--- src/rtl/demux_1x4_8bits_buf_pkg.sv ---
// Purpose: shared constants and helpers for the 1:4 8-bit buffered demux.
// Latency: n/a (declarations only).
// Backpressure: n/a (declarations only).
package demux_1x4_8bits_buf_pkg;

    localparam int SIZE_SEL = 2;              // select width
    localparam int SIZE_N   = 8;              // data word width
    localparam int NUM_CH   = 2 ** SIZE_SEL;  // output channels
    localparam int DEPTH    = 2;              // entries per channel FIFO
    localparam int OCC_W    = 2;              // occupancy counter width (0..2)

    // Flattened bus widths for the per-channel outputs.
    localparam int DATA_FLAT_W = NUM_CH * SIZE_N;
    localparam int OCC_FLAT_W  = NUM_CH * OCC_W;

    // Occupancy value at which a channel refuses further input.
    localparam logic [OCC_W-1:0] OCC_FULL = OCC_W'(DEPTH);

    // One-hot decode of the destination select.
    function automatic logic [NUM_CH-1:0] sel_decode(input logic [SIZE_SEL-1:0] sel);
        return NUM_CH'(1) << sel;
    endfunction

endpackage

--- src/rtl/demux_1x4_8bits_buf_chan_fifo2.sv ---
// Purpose: 2-entry per-channel FIFO with registered head output and occupancy count.
// Latency: a pushed word is visible at dout/valid on the following cycle (no bypass).
// Backpressure: full is raised at 2 entries; a push while full and a pop while empty are ignored.
//
// Ports: clk/rst_n (async active-low); push/din write the tail; pop consumes the head;
//        dout/valid present the head; full and occ report fill level.
module chan_fifo2
    import demux_1x4_8bits_buf_pkg::*;
#(
    parameter int W = SIZE_N
) (
    input  logic             clk,
    input  logic             rst_n,
    input  logic             push,
    input  logic [W-1:0]     din,
    input  logic             pop,
    output logic [W-1:0]     dout,
    output logic             valid,
    output logic             full,
    output logic [OCC_W-1:0] occ
);

    logic [W-1:0]     mem [DEPTH];
    logic             wr_ptr;
    logic             rd_ptr;
    logic [OCC_W-1:0] cnt;
    logic             do_push;
    logic             do_pop;

    assign full  = (cnt == OCC_FULL);
    assign valid = (cnt != '0);
    assign occ   = cnt;
    assign dout  = mem[rd_ptr];

    // Guard the strobes so a misbehaving caller cannot over/underflow the count.
    assign do_push = push & ~full;
    assign do_pop  = pop & valid;

    always_ff @(posedge clk or negedge rst_n) begin
        if (!rst_n) begin
            for (int i = 0; i < DEPTH; i++) begin
                mem[i] <= '0;
            end
            wr_ptr <= 1'b0;
            rd_ptr <= 1'b0;
            cnt    <= '0;
        end else begin
            if (do_push) begin
                mem[wr_ptr] <= din;
                wr_ptr      <= ~wr_ptr;
            end
            if (do_pop) begin
                rd_ptr <= ~rd_ptr;
            end
            // Simultaneous push and pop leaves the count unchanged.
            case ({do_push, do_pop})
                2'b10:   cnt <= cnt + OCC_W'(1);
                2'b01:   cnt <= cnt - OCC_W'(1);
                default: cnt <= cnt;
            endcase
        end
    end

endmodule

--- src/rtl/demux_1x4_8bits_buf.sv ---
// Purpose: route one valid/ready word stream into four independently drained 2-deep channel FIFOs.
// Latency: accepted word reaches its channel head one cycle after the accepting edge.
// Backpressure: in_ready drops when the selected channel holds 2 words, regardless of out_ready.
//
// Ports: clk, rst_n (async active-low); in_data/in_sel/in_valid/in_ready input handshake;
//        out_data (channel i at [i*8 +: 8]), out_valid[i], out_ready[i] per-channel drain;
//        occ (channel i at [2*i +: 2]) per-channel occupancy.
module demux_1x4_8bits_buf
    import demux_1x4_8bits_buf_pkg::*;
(
    input  logic                   clk,
    input  logic                   rst_n,
    input  logic [SIZE_N-1:0]      in_data,
    input  logic [SIZE_SEL-1:0]    in_sel,
    input  logic                   in_valid,
    output logic                   in_ready,
    output logic [DATA_FLAT_W-1:0] out_data,
    output logic [NUM_CH-1:0]      out_valid,
    input  logic [NUM_CH-1:0]      out_ready,
    output logic [OCC_FLAT_W-1:0]  occ
);

    logic [NUM_CH-1:0] ch_full;
    logic [NUM_CH-1:0] ch_push;
    logic [NUM_CH-1:0] sel_onehot;

    assign sel_onehot = sel_decode(in_sel);

    // Only the selected channel's registered fill level matters; a pop on a
    // full channel this cycle does not open the door (no full-bypass).
    assign in_ready = rst_n & ~ch_full[in_sel];
    assign ch_push  = {NUM_CH{in_valid & in_ready}} & sel_onehot;

    for (genvar g = 0; g < NUM_CH; g++) begin : g_ch
        chan_fifo2 #(
            .W (SIZE_N)
        ) u_chan_fifo2 (
            .clk   (clk),
            .rst_n (rst_n),
            .push  (ch_push[g]),
            .din   (in_data),
            .pop   (out_ready[g]),
            .dout  (out_data[g*SIZE_N +: SIZE_N]),
            .valid (out_valid[g]),
            .full  (ch_full[g]),
            .occ   (occ[g*OCC_W +: OCC_W])
        );
    end

endmodule

--- config.mk ---
export PLATFORM = sky130hd
export DESIGN_NAME = demux_1x4_8bits_buf
export DESIGN_NICKNAME = d
export VERILOG_FILES = /design/src/rtl/demux_1x4_8bits_buf_pkg.sv /design/src/rtl/demux_1x4_8bits_buf_chan_fifo2.sv /design/src/rtl/demux_1x4_8bits_buf.sv
export SDC_FILE = /design/constraint.sdc
export NUM_CORES = 1
export LEC_CHECK = 0
export ABC_AREA = 1
export CORE_ASPECT_RATIO = 1.1
export CORE_MARGIN = 8
export CORE_UTILIZATION = 50
export CTS_BUF_LIST = sky130_fd_sc_hd__clkbuf_2
export DETAILED_ROUTE_END_ITERATION = 10
export PLACE_DENSITY = 0.8
export SETUP_SLACK_MARGIN = 0.2
export SLEW_MARGIN = 10
export SYNTH_ARGS = -nofsm -noshare
export SYNTH_HDL_FRONTEND = slang
export SYNTH_HIERARCHICAL = 1
export SYNTH_SLANG_ARGS = --single-unit
--- constraint.sdc ---
create_clock -name clk -period 4.68 [get_ports clk]
set_input_delay 0.936 -clock clk [delete_from_list [all_inputs] [get_ports clk]]
set_output_delay 0.936 -clock clk [all_outputs]
set_load 0.02 [all_outputs]
# Word-level counts from Yosys, hierarchy flattened
# Cells that the tools add are included.
[word_totals] reg_bits=80 inputBits=17 out_inout_bits=45 word_cells=128
[classes] addsub=8 magnitude_cmp=13 n_eq_ne=12 n_shift=1 muxes=30 bitwise_logic=32 n_reduce_logical=12
[op_table] operator="$mux 8" count=16
[op_table] operator="$bwmux 16" count=4
[op_table] operator="$demux 8 s1" count=4
[op_table] operator="$eq 2x2->1 const B" count=8
[op_table] operator="$ge 2x2->1 const B" count=8
[op_table] operator="$not 1->2" count=8
[op_table] operator="$pmux 2 s2" count=4
[op_table] operator="$reduce_bool 2->1" count=8
[op_table] operator="$not 1->1" count=13
[op_table] operator="$and 1x1->1" count=10
[op_table] operator="$add 2x1->2 const B" count=4
[op_table] operator="$eq 2x1->1 const B" count=4
[op_table] operator="$lt 2x1->1 const B" count=4
[op_table] operator="$sub 2x1->2 const B" count=4
[op_table] operator="$and 4x4->4" count=1
[op_table] operator="$logic_and 1x1->1" count=4
[op_table] operator="$shl 1x2->4 const A" count=1
[op_table] operator="$lt 2x3->1 const B" count=1
[op_table] operator="$bmux 1 s2" count=1
[op_table] operator="$mux 1" count=1

# Logic depth before layout (Yosys ltp)
# Gate-level depths: netlist (run 1).
[logic_depth] word_depth=10 mapped_depth=18 depth_no_buf=15

# By module
# The synthesis (run 1) kept the hierarchy.
[modules_own_cells] mod="chan_fifo2" instances=4 cells_per_inst=125 area_each_um2=1017.2 seq_area_each_um2=500.5
[modules_own_cells] mod="demux_1x4_8bits_buf" instances=1 cells_per_inst=21 area_each_um2=97.6 seq_area_each_um2=0.0

# Worst setup path before layout (run 1)
# Ideal clock, no wire load.
[synth_timing] path_type="in2out" startpoint="input port in_sel[1]" endpoint="output port in_ready" t_arrival_ps=1574 required_ps=3744 path_slack_ps=2170 cell_stages=4 path_buffers=0 path_cell_list="inv_2 nand2_2 nor2_2 nor3_1"
[synth_between] elab_chain_cells=4
[synth_rtl] element="from (decl)" line_no="demux_1x4_8bits_buf.sv:14" source="input logic [SIZE_SEL-1:0] in_sel,"
[synth_rtl] element="$bmux 1 s2" line_no="demux_1x4_8bits_buf.sv:31" source="assign in_ready = rst_n & ~ch_full[in_sel];"
[synth_rtl] element="$mux 1 (not written as such)" line_no="demux_1x4_8bits_buf.sv:31"
[synth_rtl] element="$not 1->1" line_no="demux_1x4_8bits_buf.sv:31"
[synth_rtl] element="$and 1x1->1" line_no="demux_1x4_8bits_buf.sv:31"
[synth_rtl] element="to (decl)" line_no="demux_1x4_8bits_buf.sv:16" source="output logic in_ready,"
# Every way passes these cells. The select of a mux whose other input is x is not followed.

# Worst setup path in the final report (run 1)
# Ends and elaborated chain as after synthesis.

==> reports/metrics.yaml, run 1 <==
outcome:
  outcome: "finished clean"
worst_setup_path:
  timing.critical_path.from_type: "input pin"
  worstPathRequired_ns: 3.74
  r2r.worst_path.cells: 14
  timing_worst_setup_path_type: "in -> out"
  timing.critical_path.fanout_max: 5
  worst_setup_path_end_kind: "primary output"
  cp.arrival_ns: 2.54
  register_to_register_setup_slack_ns: 1.89
  reg2reg_from: "g_ch[1].u_chan_fifo2/occ[0]"
  rr_endpoint: "g_ch[1].u_chan_fifo2/occ[1]"
power:
  p_total_mw: 3.37
  vdd_ir_drop_max_mv: 0.343
  power_density_mw_per_mm2: 706
  p_leak_nw: 2.54
synthesis:
  yosysTopAreaCell: "dfrtp_1"
  post_synth.cell_area_avg_um2: 8.00
  yosys_warnings: 6
  yosysSeqAreaShare_pct: 48.0
  share_of_synthesized_area_spent_on_multiplexers_pct: 0
  synth_area_leaders: "dfrtp_1 (48%), nand2_1 (25%), nand4_1 (10%)"
  synthesized_area_fraction_occupied_by_xor_and_xnor_cells_pct: 0.841
  post-synth-top-count-cell: "nand2_1"
  synth_top_cells_by_count: "nand2_1 (273), dfrtp_1 (80), nand4_1 (68)"
  netlist-cell-type-count: 20
  synth_largest_type_area_fraction_pct: 48.0
  synthesis.nets: 542
  synth_ff_type: "dfrtp_1"
  synth_compound_area_share_pct: 0
  synth-edff-count: 0
  ys_ff_latch: 80
  synth_fa_ha_area_share_pct: 1.20
  yosys.area_share.simple_pct: 40.1
  main_combinational_cell_family_by_area_after_synthesis: "simple AND/OR/NAND/NOR gates"
  netlist_area_before_placement_mm2: 0.00417
  postSynthCellCount: 521
  asyncSetResetFlopFracSynth_pct: 100
global_route:
  global_route.usage.total_pct: 18.4
  grt_antenna_before_repair: 0
  global_route.overflow_total: 0
  via_count_of_the_first_global_routing_pass: 3534
  maximum_number_of_pins_on_one_net_before_global_route_repair: 75
  grt_pass1_wl_mm: 16.9
floorplanning:
  floorplan.initialDensity_pct: 50.6
  io_pins: 62
  die_height_um: 112
  core_area_mm2: 0.00823
  rows: 35
  die_area_mm2: 0.0115
  chipWidth_um: 103
route:
  post_drt_via_cell_ratio: 5.32
  drt-initial-drc-count: 175
  dr.pass1.iters: 4
  wl_per_cell_um: 14.3
  dr_total_vias: 3672
  route.detailed.drc: 0
  antenna_nets_post_route: 0
  detail_route.wirelength_mm: 9.89
sta:
  tightest_slew_ns: 0.922
  fin_setup_tns_ns: 0
  rsz0062_at_grt: "no"
  setup_violations: 0
  worst_case_hold_slack_ns: 0.165
  fmax_mhz: 287
  post-route-min-period_ns: 3.48
  hold_violations: 0
  slew_violations: 0
  max-slew-margin-rel_pct: 38.5
  timing.final.crit_share_pct: 74.3
  finalClockSkew_ns: 0.0271
layout:
  nNetsFinal: 595
  final_layout_size_suffix_gt1_share_pct: 6.56
  antennaDiodeCount: 0
  area.growth.synth_to_final_pct: 14.7
min_path:
  tightest_hold_check_type: "in -> async"
clocking:
  cts_made_buffers: 9
  cts-root-buf: "clkbuf_2"
  cts_setup_buffers: 0
  max-clock-path-buffers: 2
  tritoncts_clock_tree: "yes"
  clock_sinks: 80
  ctsResizeCount: 0
  htreeDepth: 3
  cts_hold_repair.buffers: 0
  worst_setup_hold_path_clk_slew_ns: 0.21
  worst_skew_pair.late_latency_ns: 0.54
placement:
  place.gp.congestion: 0.813
  port-buffer-count: 61
  detailedPlacementHpwl_mm: 6.86
job:
  max_cap_violation_count: 0
layout make-up:
cell class	instances	area, um^2
clock buffers	11	55.1
clock inverters	5	47.5
fillers	797	3450
inverters	36	135
multi-input cells	381	1750
flip-flops and latches	80	2000
well taps	111	139
repair buffers	66	646
metrics by stage:
stage	worst slack [ns]	cell area [um^2]	instances	utilization (%)
floorplan	2.17	4170	521	-
global placement	1.27	4680	674	56.8
detailed placement	1.21	4680	674	56.8
CTS	1.20	4780	690	58.0
global route	1.07	4780	690	58.0
finish	1.20	4780	690	58.0
cell families after synthesis:
| kind of cell | count (synthesis) |
|---|---|
| buf+inv | 60 |
| flops | 80 |
| xor+xnor | 4 |
| simple gates | 373 |
| fa+ha+maj | 4 |
power breakdown:
part | switching, mW | internal (mW)
clock | 0.228 | 0.123
sequential | 0.288 | 1.02
combinational | 1.02 | 0.693
total | 1.54 | 1.84
layer usage:
layer | routed length (um) | track usage (%) | share of wire [%]
met5 | 0 | 0 | 0
met4 | 227 | 7.73 | 2.3
met3 | 742 | 4.81 | 7.5
met2 | 4650 | 27.2 | 47
met1 | 4270 | 24.8 | 43
how the worst max path moves through the flow:
stage / start / to / cells past startpoint
2_1_floorplan: in_sel[1] / in_ready / 4
3_3_place_gp: in_sel[1] / in_ready / 6
5_1_grt: g_ch[1].u_chan_fifo2/occ[0] / in_ready / 7
4_1_cts: in_sel[1] / in_ready / 6
6_report: in_sel[1] / in_ready / 6
3_5_place_dp: in_sel[1] / in_ready / 6
cell usage in the layout (no fill, tap or decap):
| cell type | synthesis | layout |
|---|---|---|
| nand4_1 | 68 | 68 |
| clkinv_1 | 8 | 10 |
| inv_1 | 22 | 22 |
| nand3_1 | 15 | 15 |
| nand3_2 | 1 | 1 |
| xnor2_1 | 4 | 4 |
| nor2_2 | 2 | 2 |
| buf_4 | 4 | 6 |
| nand2_1 | 273 | 273 |
| clkdlybuf4s50_1 | 0 | 60 |
| nand3_4 | 4 | 4 |
| ha_1 | 4 | 4 |
| inv_2 | 6 | 6 |
| nor2_1 | 4 | 4 |
| dfrtp_1 | 80 | 80 |
| nand2_2 | 5 | 5 |
| clkinv_2 | 0 | 2 |
| bufinv_16 | 0 | 1 |
| clkbuf_2 | 0 | 11 |
| nor3_1 | 1 | 1 |
flip-flops by register name (all words and copies together) (netlist names):
signal / flops
g_ch.u_chan_fifo2/wr_ptr: 4
g_ch.u_chan_fifo2/mem: 64
g_ch.u_chan_fifo2/rd_ptr: 4
g_ch.u_chan_fifo2/occ: 8
worst max-delay path, stage by stage:
cell	delay [ns]
clkdlybuf4s50_1	0.56
inv_2	0.07
nand3_1	0.07
nand2_1	0.08
nor3_1	0.19
clkdlybuf4s50_1	0.64
No activity file was read; power rests on OpenSTA's default activity.
==> run 2: changes to the inputs <==
--- a/config.mk
+++ b/config.mk
@@ -11,7 +11,7 @@
 export CORE_UTILIZATION = 50
 export CTS_BUF_LIST = sky130_fd_sc_hd__clkbuf_2
 export DETAILED_ROUTE_END_ITERATION = 10
-export PLACE_DENSITY = 0.8
+export PLACE_DENSITY = 0.82
 export SETUP_SLACK_MARGIN = 0.2
 export SLEW_MARGIN = 10
 export SYNTH_ARGS = -nofsm -noshare
==> constraint.sdc (replaced) <==
create_clock -name clk -period 2.9 [get_ports clk]
set_input_delay 0.58 -clock clk [delete_from_list [all_inputs] [get_ports clk]]
set_output_delay 0.58 -clock clk [all_outputs]
set_load 0.02 [all_outputs]
==> reports/metrics.yaml, run 2 (synthesis results as in run 1) <==
outcome:
  outcome: "finished clean"
worst_setup_path:
  timing.critical_path.slowest_stage_cell: "clkdlybuf4s50_1"
  timing.critical_path.from_type: "flop"
  worstPathRequired_ns: 2.32  # -1.42 ns
  cp.arrival_ns: 1.99  # -0.55 ns
  path_buf_inv: 2  # -1
  timing.critical_path.fanout_max: 10  # +5
  worst_setup_path_end_kind: "primary output"
  timing.critical_path.cells: "clkinv_2, nand2_1, nand2_1, clkdlybuf4s50_1"
  crit_top_cell: "nand2_1"
  timing_worst_setup_path_type: "reg -> out"
  cpLargestDelayFamily: "buffers and inverters"
  critical-path-max-stage-delay_ns: 0.62  # -0.02 ns
sta:
  timing.final.crit_share_pct: 88.7
  finalClockSkew_ns: 0.0275  # +0.000394 ns
  slew_violations: 0  # unchanged
  setup_violations: 0  # unchanged
  hold_violations: 0  # unchanged
  final_critical_path_setup_slack_ns: 0.328  # -0.873 ns
  worst_case_hold_slack_ns: 0.306  # +0.141 ns
  rsz0062_at_grt: "no"
  fin_setup_tns_ns: 0  # unchanged
  tightest_slew_ns: 1.01  # +0.0928 ns
  max-slew-margin-rel_pct: 32.4  # -6.2 points
  fmax_mhz: 389
  post-route-min-period_ns: 2.57
min_path:
  tightest_hold_check_type: "in -> async"
power:
  power_density_mw_per_mm2: 1150  # +63%
  p_leak_nw: 2.57  # +1.3%
  vdd_ir_drop_max_mv: 0.548  # +60%
  p_total_mw: 5.60  # +66%
layout:
  nNetsFinal: 601  # +1.0%
  area.growth.synth_to_final_pct: 16.9
  final_layout_size_suffix_gt1_share_pct: 9.25  # +2.7 points
  top_register: "g_ch.u_chan_fifo2/mem"
  leading_cell_types_in_the_layout_fill_and_taps_excluded: "nand2_1 (273), dfrtp_1 (76), nand4_1 (68)"
  final_common_cell: "nand2_1"
  largest_register_ffs: 64  # unchanged
  fin_util_pct: 59.1  # +1.1 points
  filler_instances: 771  # -3.3%
route:
  post_drt_via_cell_ratio: 5.23  # -1.7%
  dr_total_vias: 3641  # -0.84%
  antenna_nets_post_route: 0  # unchanged
  dr.pass1.iters: 4  # unchanged
  drt-initial-drc-count: 211  # +21%
  route.detailed.drc: 0  # unchanged
  wl_per_cell_um: 14.3  # about the same
  detail_route.wirelength_mm: 9.98  # +0.91%
clocking:
  worst_setup_hold_path_clk_slew_ns: 0.21  # about the same
  clock_sinks: 80  # unchanged
  cts_made_buffers: 9  # unchanged
  cts-root-buf: "clkbuf_2"
  htreeDepth: 3  # unchanged
  worst_skew_pair.late_latency_ns: 0.53  # about the same
  tritoncts_clock_tree: "yes"
  max-clock-path-buffers: 2  # unchanged
floorplanning:
  io_pins: 62  # unchanged
  chipWidth_um: 103  # unchanged
  die_height_um: 112  # unchanged
  rows: 35  # unchanged
  core_area_mm2: 0.00823  # unchanged
  die_area_mm2: 0.0115  # unchanged
  floorplan.initialDensity_pct: 50.6  # unchanged
placement:
  place.gp.congestion: 0.805  # -1.0%
  detailedPlacementHpwl_mm: 6.80  # -0.87%
  port-buffer-count: 61  # unchanged
  pre_cts_slack_ns: -0.00343  # -1.22 ns
global_route:
  global_route.usage.total_pct: 18.2  # -0.19 points
  groute.layer.met2.usage_pct: 28.0  # +0.82 points
  via_count_of_the_first_global_routing_pass: 3418  # -3.3%
  grt.met1_usage_pct: 23.6  # -1.2 points
  grt_antenna_before_repair: 1  # +1
  grt_use_met3_pct: 3.62  # -1.2 points
  grt_pass1_wl_mm: 16.6  # -1.4%
  maximum_number_of_pins_on_one_net_before_global_route_repair: 81  # +8.0%
  grt_most_used_layer: "met2"
  global_route.overflow_total: 0  # unchanged
job:
  max_cap_violation_count: 0  # unchanged
## run 2: cell count changes in the layout (fill, tap and decap cells not counted), sizes merged
cell / delta
clkdlybuf4s50: -1
dlygate4sd2: +1
clkinvlp: +3
clkinv: -3
bufinv: +1
diode: +1
buf: +6
clkbuf: -2
## run 2: per-layer routing
metal / up-vias / part of all wire, %
li1: 1811 / -
met1: 1690 / 42
met2: 114 / 47
met3: 26 / 6.9
met4: 0 / 3.2
met5: - / 0
## run 2: report_power, final
group	switching [mW]	total [mW]	leakage (nW)	internal, mW
registers	0.456	2.11	1.01	1.65
clock network	0.387	0.664	0.0738	0.277
logic	1.66	2.83	1.49	1.17
## run 2: final timing paths
check                      depth (start not counted)                      endpoint  slack, ns                         start
max                                                4                  out_data[29]       0.33   g_ch[3].u_chan_fifo2/rd_ptr
max in group asynchronous                          2   g_ch[3].u_chan_fifo2/rd_ptr       1.89                         rst_n
min reg2reg                                        2  g_ch[0].u_chan_fifo2/mem[14]       0.50  g_ch[0].u_chan_fifo2/mem[14]
max reg2reg                                       12   g_ch[3].u_chan_fifo2/mem[1]       0.81   g_ch[3].u_chan_fifo2/occ[0]
min                                                2   g_ch[2].u_chan_fifo2/occ[1]       0.31                         rst_n
min in group clk                                   2  g_ch[0].u_chan_fifo2/mem[14]       0.50  g_ch[0].u_chan_fifo2/mem[14]
## run 2: what timing repair did
item | 4_1_cts | 5_1_grt
hold buffers | 0 | 0
setup buffers | 0 | 2
setup endpoints to repair | 33 | 24
gates resized for setup | 6 | 4
pin swaps | 0 | 0
cloned | 0 | 0
## run 2: through the flow
step	cells	cell area [um^2]
6_report	696	4870
5_1_grt	696	4870
4_1_cts	693	4840
3_5_place_dp	678	4710
3_3_place_gp	678	4710
2_1_floorplan	521	4170
## run 2: cell type report
cell class,instances,area [um^2],area share (%)
flip-flops and latches,80,2010,41.2
multi-input cells,381,1760,36.1
repair buffers,72,689,14.2
inverters,36,143,2.93
well taps,111,139,2.85
clock inverters,6,85.1,1.75
clock buffers,9,45.0,0.925
diodes,1,2.50,0.0514
==> run 3: changes to the inputs <==
--- a/config.mk
+++ b/config.mk
@@ -11,7 +11,7 @@
 export CORE_UTILIZATION = 50
 export CTS_BUF_LIST = sky130_fd_sc_hd__clkbuf_2
 export DETAILED_ROUTE_END_ITERATION = 10
-export PLACE_DENSITY = 0.82
+export PLACE_DENSITY = 0.8
 export SETUP_SLACK_MARGIN = 0.2
 export SLEW_MARGIN = 10
 export SYNTH_ARGS = -nofsm -noshare
==> constraint.sdc (replaced) <==
create_clock -name clk -period 3.2 [get_ports clk]
set_input_delay 0.48 -clock clk [delete_from_list [all_inputs] [get_ports clk]]
set_output_delay 0.48 -clock clk [all_outputs]
set_load 0.02 [all_outputs]
==> reports/metrics.yaml, run 3 (synthesis results as in run 1) <==
worst_setup_path:
  worst_setup_path_end_kind: "primary output"
  worstPathRequired_ns: 2.72  # +0.40 ns
  cp.arrival_ns: 2.30  # +0.31 ns
  cpLargestDelayFamily: "buffers and inverters"
  timing_worst_setup_path_type: "reg -> out"
  critical-path-max-stage-delay_ns: 0.64  # +0.02 ns
  timing.critical_path.from_type: "flop"
  timing.critical_path.slowest_stage_cell: "clkdlybuf4s50_1"
  timing.critical_path.cells: "inv_2, nand2_4, inv_1, nand3_1, nand2_1, nor3_1, clkdlybuf4s50_1"
  path_buf_inv: 3  # +1
  timing.critical_path.fanout_max: 20  # +10
layout:
  filler_instances: 789  # +2.3%
  area.growth.synth_to_final_pct: 15.1
  nNetsFinal: 596  # -0.83%
  largest_register_ffs: 64  # unchanged
  antennaDiodeCount: 0  # -1
  leading_cell_types_in_the_layout_fill_and_taps_excluded: "nand2_1 (273), dfrtp_1 (80), nand4_1 (68)"
  fin_util_pct: 58.2  # -0.91 points
  final_common_cell: "nand2_1"
  register_area_mm2: 0.00200  # -0.25%
  multiInputGateArea_mm2: 0.00177  # +0.85%
  final_layout_size_suffix_gt1_share_pct: 6.90  # -2.4 points
  top_register: "g_ch.u_chan_fifo2/mem"
placement:
  detailedPlacementHpwl_mm: 6.92  # +1.8%
  port-buffer-count: 61  # unchanged
  pre_cts_slack_ns: 0.652  # +0.655 ns
  place.gp.congestion: 0.820  # +1.9%
power:
  power_density_mw_per_mm2: 1020  # -11%
  p_total_mw: 4.90  # -13%
  p_leak_nw: 2.55  # -0.82%
  vdd_ir_drop_max_mv: 0.675  # +23%
route:
  wl_per_cell_um: 14.4  # +0.24%
  post_drt_via_cell_ratio: 5.29  # +1.0%
  drt-initial-drc-count: 128  # -39%
  dr_total_vias: 3652  # +0.30%
  route.detailed.drc: 0  # unchanged
  detail_route.wirelength_mm: 9.93  # -0.48%
  antenna_nets_post_route: 0  # unchanged
  dr.pass1.iters: 7  # +3
sta:
  final_critical_path_setup_slack_ns: 0.422  # +0.0935 ns
  slew_violations: 0  # unchanged
  setup_violations: 0  # unchanged
  tightest_slew_ns: 0.968  # -0.0463 ns
  hold_violations: 0  # unchanged
  fmax_mhz: 360
  rsz0062_at_grt: "no"
  post-route-min-period_ns: 2.78
  fin_setup_tns_ns: 0  # unchanged
  timing.final.crit_share_pct: 86.8
  finalClockSkew_ns: 0.0185  # -0.00906 ns
  max-slew-margin-rel_pct: 35.4  # +3.1 points
clocking:
  max-clock-path-buffers: 2  # unchanged
  tritoncts_clock_tree: "yes"
  clock_sinks: 80  # unchanged
  worst_setup_hold_path_clk_slew_ns: 0.21  # about the same
  cts-root-buf: "clkbuf_2"
  htreeDepth: 3  # unchanged
  cts_made_buffers: 9  # unchanged
  worst_skew_pair.late_latency_ns: 0.51  # -0.02 ns
floorplanning:
  rows: 35  # unchanged
  floorplan.initialDensity_pct: 50.6  # unchanged
  die_area_mm2: 0.0115  # unchanged
  core_area_mm2: 0.00823  # unchanged
  chipWidth_um: 103  # unchanged
  io_pins: 62  # unchanged
  die_height_um: 112  # unchanged
global_route:
  global_route.overflow_total: 0  # unchanged
  grt_pass1_wl_mm: 17.1  # +2.9%
  via_count_of_the_first_global_routing_pass: 3581  # +4.8%
  maximum_number_of_pins_on_one_net_before_global_route_repair: 80  # -1.2%
  grt_antenna_before_repair: 0  # -1
  global_route.usage.total_pct: 18.6  # +0.36 points
job:
  max_cap_violation_count: 0  # unchanged
outcome:
  outcome: "finished clean"
min_path:
  tightest_hold_check_type: "in -> async"
## run 3: cell count changes in the layout (fill, tap and decap cells not counted), sizes merged
cell and delta:
clkinv +2, diode -1, clkdlybuf4s50 +1, clkbuf +2, clkinvlp -1, dlygate4sd2 -1
dlygate4sd3 +1, bufinv -2, buf -6
## run 3: final timing paths
kind                                              start                           end  slack, ns  cells past startpoint
hold / removal                                    rst_n   g_ch[3].u_chan_fifo2/mem[3]       0.29                      2
hold reg to reg            g_ch[2].u_chan_fifo2/mem[14]  g_ch[2].u_chan_fifo2/mem[14]       0.50                      2
min in group clk           g_ch[2].u_chan_fifo2/mem[14]  g_ch[2].u_chan_fifo2/mem[14]       0.50                      2
setup reg to reg            g_ch[2].u_chan_fifo2/occ[0]   g_ch[3].u_chan_fifo2/mem[1]       0.97                     12
setup / recovery            g_ch[1].u_chan_fifo2/occ[0]                      in_ready       0.42                      7
max in group asynchronous                         rst_n   g_ch[2].u_chan_fifo2/mem[1]       1.79                      3
## run 3: where the power goes
| part | total [mW] | switching, mW | internal, mW | leakage, nW |
|---|---|---|---|---|
| clock | 0.453 | 0.346 | 0.107 | 0.0579 |
| sequential | 1.92 | 0.429 | 1.49 | 1.02 |
| combinational | 2.52 | 1.50 | 1.02 | 1.48 |
| total | 4.90 | 2.28 | 2.62 | 2.55 |
## run 3: stage by stage
step | cells | hold slack (ns) | area (um^2)
after floorplan | 521 | 0.184 | 4170
after global placement | 674 | 0.292 | 4680
after CTS | 691 | 0.278 | 4770
final | 691 | 0.285 | 4790
after global routing | 691 | 0.268 | 4790
after detailed placement | 674 | 0.288 | 4680
## run 3: layout make-up
cell class	count	share of cell area [%]
tap	111	2.90
timing repair buffer	67	13.7
clock buffer	11	1.15
inverter	36	2.82
multi-input combinational	381	37.0
sequential	80	41.8
clock inverter	5	0.705
## run 3: repair_timing
item                                   CTS  global route
hold buffers                             1             0
gates resized for setup                  0             4
setup endpoints to repair                0             1
setup buffers                            0             0
endpoints found under the hold margin    1             0
## run 3: layer usage
layer | vias up | wire length, um | track usage, %
met5 | - | 0 | 0
met4 | 0 | 235 | 8.70
met3 | 22 | 669 | 3.31
met2 | 122 | 4570 | 27.5
met1 | 1710 | 4460 | 25.6
li1 | 1798 | - | -
